**src/rtl/mem_bank_if.sv**
```systemverilog
// Request/response bundle for mem_bank: clear pulse, write port, read port and status.
// The master drives requests and the slave (the memory) returns read data and busy.
interface mem_bank_if #(
  parameter int unsigned DATA_W = 8,
  parameter int unsigned ADDR_W = 8
) ();
  logic              clr;
  logic              wr_en;
  logic [ADDR_W-1:0] wr_addr;
  logic [DATA_W-1:0] wr_data;
  logic              rd_en;
  logic [ADDR_W-1:0] rd_addr;
  logic [DATA_W-1:0] rd_data;
  logic              rd_valid;
  logic              busy;

  modport master (
    output clr, wr_en, wr_addr, wr_data, rd_en, rd_addr,
    input  rd_data, rd_valid, busy
  );

  modport slave (
    input  clr, wr_en, wr_addr, wr_data, rd_en, rd_addr,
    output rd_data, rd_valid, busy
  );
endinterface

```
**src/rtl/mem_bank.sv**
```systemverilog
// Simple dual-port RAM with a pipelined read (latency 1 or 2), optional
// write-to-read bypass on address collision, and a word-per-cycle clear engine.
module mem_bank #(
  parameter int unsigned DATA_W = 8,
  parameter int unsigned ADDR_W = 8,
  parameter int unsigned DEPTH  = 2**ADDR_W,
  parameter int unsigned RD_LAT = 1,
  parameter bit          BYPASS = 1'b1
) (
  input logic       clk,
  input logic       rst,
  mem_bank_if.slave bus
);
  localparam int unsigned IDX_W = (DEPTH > 1) ? $clog2(DEPTH) : 1;

  typedef enum logic {IDLE, CLEAR} state_t;

  state_t            state_q, state_d;
  logic [ADDR_W-1:0] clr_ptr_q, clr_ptr_d;
  logic              busy_q, busy_d;
  logic              s1_valid_q, s1_valid_d;
  logic [DATA_W-1:0] s1_data_q, s1_data_d;
  logic              rd_valid_q, rd_valid_d;
  logic [DATA_W-1:0] rd_data_q, rd_data_d;

  logic [DATA_W-1:0] mem_q [DEPTH];

  logic              idle_ops;
  logic              wr_ok;
  logic              rd_accept;
  logic              rd_in_range;
  logic [DATA_W-1:0] rd_word;
  logic              out_valid;
  logic [DATA_W-1:0] out_data;
  logic              mem_we;
  logic [IDX_W-1:0]  mem_widx;
  logic [DATA_W-1:0] mem_wdata;

  // A clear request in IDLE takes priority over any same-cycle read or write.
  always_comb begin
    idle_ops    = (state_q == IDLE) && !bus.clr;
    wr_ok       = idle_ops && bus.wr_en && (32'(bus.wr_addr) < DEPTH);
    rd_accept   = idle_ops && bus.rd_en;
    rd_in_range = 32'(bus.rd_addr) < DEPTH;

    rd_word = '0;
    if (rd_in_range) begin
      if (BYPASS && wr_ok && (bus.wr_addr == bus.rd_addr)) begin
        rd_word = bus.wr_data;
      end else begin
        rd_word = mem_q[bus.rd_addr[IDX_W-1:0]];
      end
    end

    mem_we    = (state_q == CLEAR) || wr_ok;
    mem_widx  = (state_q == CLEAR) ? clr_ptr_q[IDX_W-1:0] : bus.wr_addr[IDX_W-1:0];
    mem_wdata = (state_q == CLEAR) ? '0 : bus.wr_data;
  end

  always_comb begin
    state_d   = state_q;
    clr_ptr_d = clr_ptr_q;
    if (state_q == CLEAR) begin
      clr_ptr_d = clr_ptr_q + 1'b1;
      if (32'(clr_ptr_q) == DEPTH - 1) begin
        state_d = IDLE;
      end
    end else if (bus.clr) begin
      state_d   = CLEAR;
      clr_ptr_d = '0;
    end
    busy_d = (state_d == CLEAR);

    s1_valid_d = rd_accept;
    s1_data_d  = rd_accept ? rd_word : s1_data_q;

    // Reads already in the pipeline drain even if a clear has started.
    if (RD_LAT == 2) begin
      out_valid = s1_valid_q;
      out_data  = s1_data_q;
    end else begin
      out_valid = rd_accept;
      out_data  = rd_word;
    end
    rd_valid_d = out_valid;
    rd_data_d  = out_valid ? out_data : rd_data_q;
  end

  always_ff @(posedge clk) begin
    if (!rst) begin
      state_q    <= CLEAR;
      clr_ptr_q  <= '0;
      busy_q     <= 1'b1;
      s1_valid_q <= 1'b0;
      s1_data_q  <= '0;
      rd_valid_q <= 1'b0;
      rd_data_q  <= '0;
    end else begin
      state_q    <= state_d;
      clr_ptr_q  <= clr_ptr_d;
      busy_q     <= busy_d;
      s1_valid_q <= s1_valid_d;
      s1_data_q  <= s1_data_d;
      rd_valid_q <= rd_valid_d;
      rd_data_q  <= rd_data_d;
    end
  end

  always_ff @(posedge clk) begin
    if (rst && mem_we) begin
      mem_q[mem_widx] <= mem_wdata;
    end
  end

  assign bus.rd_data  = rd_data_q;
  assign bus.rd_valid = rd_valid_q;
  assign bus.busy     = busy_q;
endmodule

```
**src/flat_wrapper.sv**
```systemverilog
// flat-port wrapper written by rule: the top's interface ports become plain ports
module mem_bank_flat 
#(
  parameter int unsigned DATA_W = 8,
  parameter int unsigned ADDR_W = 8,
  parameter int unsigned DEPTH  = 2**ADDR_W,
  parameter int unsigned RD_LAT = 1,
  parameter bit          BYPASS = 1'b1
)
  (clk, rst, bus_clr, bus_wr_en, bus_wr_addr, bus_wr_data, bus_rd_en, bus_rd_addr, bus_rd_data, bus_rd_valid, bus_busy);
  mem_bank_if #(.DATA_W(DATA_W), .ADDR_W(ADDR_W)) bus_i ();
  input logic clk;
  input logic rst;
  input wire logic [$bits(bus_i.clr)-1:0] bus_clr;
  input wire logic [$bits(bus_i.wr_en)-1:0] bus_wr_en;
  input wire logic [$bits(bus_i.wr_addr)-1:0] bus_wr_addr;
  input wire logic [$bits(bus_i.wr_data)-1:0] bus_wr_data;
  input wire logic [$bits(bus_i.rd_en)-1:0] bus_rd_en;
  input wire logic [$bits(bus_i.rd_addr)-1:0] bus_rd_addr;
  output wire logic [$bits(bus_i.rd_data)-1:0] bus_rd_data;
  output wire logic [$bits(bus_i.rd_valid)-1:0] bus_rd_valid;
  output wire logic [$bits(bus_i.busy)-1:0] bus_busy;
  assign bus_i.clr = bus_clr;
  assign bus_i.wr_en = bus_wr_en;
  assign bus_i.wr_addr = bus_wr_addr;
  assign bus_i.wr_data = bus_wr_data;
  assign bus_i.rd_en = bus_rd_en;
  assign bus_i.rd_addr = bus_rd_addr;
  assign bus_rd_data = bus_i.rd_data;
  assign bus_rd_valid = bus_i.rd_valid;
  assign bus_busy = bus_i.busy;
  mem_bank #(.DATA_W(DATA_W), .ADDR_W(ADDR_W), .DEPTH(DEPTH), .RD_LAT(RD_LAT), .BYPASS(BYPASS)) u_core (.clk(clk), .rst(rst), .bus(bus_i));
endmodule
```
**config.mk**
```make
export PLATFORM = sky130hd
export DESIGN_NAME = mem_bank_flat
export DESIGN_NICKNAME = d
export VERILOG_FILES = /design/src/rtl/mem_bank_if.sv /design/src/rtl/mem_bank.sv /design/src/flat_wrapper.sv
export SDC_FILE = /design/constraint.sdc
export NUM_CORES = 2
export LEC_CHECK = 0
export BUFFER_PORTS_ARGS = -buffer_cell sky130_fd_sc_hd__buf_2
export CORE_UTILIZATION = 60
export DETAILED_ROUTE_END_ITERATION = 10
export PLACE_DENSITY = 0.76
export SYNTH_ARGS = -nofsm -noshare
export SYNTH_HDL_FRONTEND = slang
export SYNTH_SLANG_ARGS = --single-unit
```
**constraint.sdc**
```tcl
create_clock -name clk -period 18.8 [get_ports clk]
set_input_delay 3.76 -clock clk [delete_from_list [all_inputs] [get_ports clk]]
set_output_delay 3.76 -clock clk [all_outputs]
set_load 0.1 [all_outputs]
```
Word-level counts from Yosys, hierarchy flattened. Memories as Yosys holds them, arrays and structs flattened. A register that Yosys moved wholly into a read port is not among the register bits. Index checks and enable logic that the tools add are counted.

Register bits after elaboration: 10. Memory bits (writable): 2048. Input bits: 29. Output and inout port bits: 10. Logic and storage cells: 24. Memories kept: 1.

Memories: u_core.mem_q (depth 256, bits a word 8, read ports 1, clocked after memory_dff 1, write ports 1, line mem_bank.sv:26) `logic [DATA_W-1:0] mem_q [DEPTH];`.

Add/sub/neg operators: 1. Equal/unequal tests: 1. Multiplexer cells: 9. Bitwise gates (word level): 1. Reduce and logical (&&, ||, !) cells: 8.

Operators with widths (count): two-way mux 8 bit (4); adder 8 x 1 -> 8 bit, second input constant (1); equality test 8 bit, second input constant (1); two-way mux 1 bit (5); logical AND 1 bit (4); logical NOT 1 bit (2); nonzero test 2 bit (1); logical OR 1 bit (1); inverter 1 bit (1).

Longest topological paths before layout.
Depth in word-level cells: 7. Gate-level depth with buffers: 14.

Least setup slack after synthesis. Ideal clock, no wire load.

Path type: input port to flip-flop. From: input port bus_wr_data[4]. To: register u_core.rd_data_q[4], in the netlist u_core.bus.rd_data[4], read port of u_core.mem_q. Library setup time: 0.063 ns. Arrival time: 11.522 ns. Required time: 18.737 ns. Slack: 7.215 ns. Cell stages on the path: 4. Buffers on the path: 0. Cell sequence: nor2b_1 -> o21ai_0 -> or4_1 -> nand3_1.

RTL lines: start, declared (line flat_wrapper.sv:17) `input wire logic [$bits(bus_i.wr_data)-1:0] bus_wr_data;`; end, declared (line mem_bank.sv:24) `logic [DATA_W-1:0] rd_data_q, rd_data_d;`.

==> impl_metrics.json <==
{
  "status": "finished clean",
  "cp_cell_sequence": "buf_8 > buf_4 > buf_4 > buf_12 > mux4_2 > nand2_1 > and3_1 > a211oi_1 > o221ai_1 > and3_2 > a31oi_1",
  "maxSlewViolCount": 0,
  "grt_usage_pct": 32.56,
  "yosysTopAreaCellShare_pct": 74.70,
  "grt_pass1_wl_mm": 311.8,
  "maxClockFrequency_mhz": 120.0,
  "crit_path_frequent_cell": "buf_4",
  "hpwlAfterDp_mm": 132.4,
  "synthesis.nets": 4076,
  "yosys-top-cells-count": "edfxtp_1, nor2_1, mux4_2",
  "synthArstFlopShare_pct": 0,
  "final_layout_size_suffix_gt1_share_pct": 18.00,
  "syn_area_per_cell_sq_um": 20.35,
  "p_clk_share_pct": 42.0,
  "p_sw_mw": 1.961,
  "die_x_um": 372.4,
  "cts_tree": "built",
  "cp_max_fo": 110,
  "relSlewSlack_pct": 3.428,
  "syn_inst": 4046,
  "period_share_pct": 44.34,
  "chipHeight_um": 372.4,
  "cts_root_buf": "clkbuf_16",
  "p_comb_share_pct": 4.3,
  "yosysTopAreaCell": "edfxtp_1",
  "instances_no_fill": 6078,
  "drt.antenna.violating_nets": 0,
  "core_area_sq_um": 135800,
  "worst_path_dominant_cell_family": "buffers and inverters",
  "power_density_nw_per_um2": 103.5,
  "cts_resized": 0,
  "endpoint_kind": "register",
  "min_path_type": "reg2reg",
  "rsz0062_at_grt": "no",
  "grt_pass1_vias": 41720,
  "setup_viol": 0,
  "cp-start-kind": "input port",
  "rr_worst_depth": 6,
  "gp_congestion": 0.9566,
  "synth_most_common_cell": "edfxtp_1",
  "hold_ws_ns": 0.6053,
  "vdd_ir_drop_max_mv": 0.1174,
  "clock_sinks": 2066,
  "grt_overflow": 0,
  "start_util_pct": 60.62,
  "routed_wl_mm": 222.7,
  "die_area_sq_um": 138700,
  "vias_per_cell": 7.206,
  "fin_skew_ns": 0.04423,
  "yosys_warnings": 0,
  "finalHoldViolations": 0,
  "cp_num_buf_inv": 4,
  "synth_area_sq_um": 82330,
  "synth-seq-cells": 2066,
  "crit_type": "in2reg",
  "ios": 39,
  "post-route-util_pct": 66.14,
  "crit_slowest_cell": "a211oi_1",
  "cp.arrival_ns": 9.11,
  "netlist-cell-type-count": 82,
  "max_cap_violations": 0,
  "cts_inserted_buffers": 194,
  "holdPathStages": 2,
  "synthTopCellsByArea": "edfxtp_1, mux4_2, mux4_1",
  "dp.cells": 5713,
  "p_int_mw": 7.332,
  "switching_share_pct": 21.10,
  "rows": 135,
  "antenna_found_initial": 14,
  "routedWlPerCell_um": 36.64,
  "clock_path_buffers": 3,
  "vias": 43800,
  "crit_cells": 11,
  "synth_ff_type": "edfxtp_1",
  "nets": 4158,
  "ys_seq_area_share_pct": 75.14,
  "crit_required_ns": 19.57,
  "tightestPinTransition_ns": 1.440,
  "drc": 0,
  "p_leak_nw": 29.01,
  "synth_edf_count": 2048,
  "fin_crit_ns": 8.336,
  "drtIter0Drc": 7261,
  "setup_tns_ns": 0,
  "clkTransAtPathRegs_ns": 0.06,
  "grt_max_degree": 230,
  "insertion_delay_ns": 0.86,
  "drt_pass1_iterations": 8,
  "h-tree-depth": 4,
  "hold_buffers": 0,
  "cts_setup_buffers": 0,
  "place.port_buffers": 38,
  "slowest_delay_ns": 1.15,
  "sequentialPowerShare_pct": 53.7,
  "syn2layout_area_growth_pct": 9.093
}
==> cell families (layout without fill, tap and decap cells) <==
| group | count (synthesis) | count (layout) | share of synthesized area [%] |
|---|---|---|---|
| buf+inv | 252 | 494 | 2.559 |
| xor+xnor | 7 | 7 | 0.07447 |
| mux | 656 | 656 | 15.36 |
| fa+ha+maj | 1 | 1 | 0.01520 |
| flops | 2066 | 2066 | 75.14 |
| other cells | 0 | 9 | 0 |
| simple gates | 683 | 683 | 3.638 |
| compound gates | 381 | 381 | 3.220 |
==> cells in the final DEF (no fill, tap or decap), types with 8 or more instances in the layout <==
cell / count
a31oi_1: 16
a211oi_1: 12
nor2_1: 315
edfxtp_1: 2048
a2111oi_0: 16
o211ai_1: 15
o22ai_1: 59
and2_1: 13
nand3_1: 45
and3_1: 14
nand2_1: 168
a22oi_1: 46
mux2_2: 36
buf_2: 34
buf_4: 81
clkinv_2: 29
a221oi_1: 12
nand3_2: 8
nor3_1: 44
mux2i_1: 180
diode_2: 9
o221ai_1: 26
dfxtp_1: 17
mux4_2: 300
o21ai_0: 45
clkbuf_16: 198
bufinv_16: 19
a21oi_1: 60
mux4_1: 140
clkinv_1: 39
clkbuf_1: 57
nand2b_1: 10
inv_1: 10
==> metrics by stage <==
step	worst slack, ns	area, sq um	power (mW)
finish	10.46	89810	9.293
global route	10.34	89790	9.462
CTS	10.77	89790	9.283
detailed placement	9.867	83560	5.473
global placement	9.893	83560	5.471
floorplan	7.215	82330	5.345
==> power by group through the flow <==
stage / clock [mW] / combinational, mW / sequential, mW
2_1_floorplan: 0 / 0.259 / 5.09
3_3_place_gp: 0 / 0.384 / 5.09
3_5_place_dp: 0 / 0.386 / 5.09
4_1_cts: 3.90 / 0.389 / 4.99
5_1_grt: 4.07 / 0.406 / 4.99
6_report: 3.90 / 0.404 / 4.99
==> registers in the layout, summed over array words and instances (netlist names) <==
signal,flops
u_core.mem_q,2048
u_core.bus.rd_data,8
u_core.clr_ptr_q,8
u_core.bus.rd_valid,1
u_core.state_q,1
==> worst paths after layout <==
| kind | startpoint | end | slack (ns) |
|---|---|---|---|
| worst max-delay path | bus_rd_addr[0] | u_core.bus.rd_data[1]$_SDFFE_PN0P_ | 10.46 |
| worst min-delay path | u_core.bus.rd_data[3]$_SDFFE_PN0P_ | u_core.bus.rd_data[3]$_SDFFE_PN0P_ | 0.61 |
| worst max register to register | u_core.state_q$_SDFF_PN1_ | u_core.mem_q[115][6]$_DFFE_PP_ | 13.62 |
| worst min register to register | u_core.bus.rd_data[3]$_SDFFE_PN0P_ | u_core.bus.rd_data[3]$_SDFFE_PN0P_ | 0.61 |
==> cell type report <==
cell class / instances / area (sq um)
diodes: 9 / 22.52
flip-flops and latches: 2066 / 61860
clock buffers: 257 / 5196
fillers: 8479 / 45990
repair buffers: 123 / 923.4
multi-input cells: 1728 / 18490
well taps: 1781 / 2228
inverters: 15 / 57.56
clock inverters: 99 / 1035
==> per-layer routing <==
metal	vias up	part of all wire, %	global-route usage [%]
met2	3794	44	46.94
li1	17000	-	-
met3	714	15	11.27
met5	-	0.055	0
met1	22280	35	43.98
met4	12	6.2	17.72
==> tightest hold or removal path, delay by kind of cell (launching register included) <==
| kind | cells | cell delay, ns |
|---|---|---|
| AO/OA/AOI/OAI | 2 | 0.23 |
| flip-flops | 1 | 0.32 |
(Power assumes the default switching activity.)
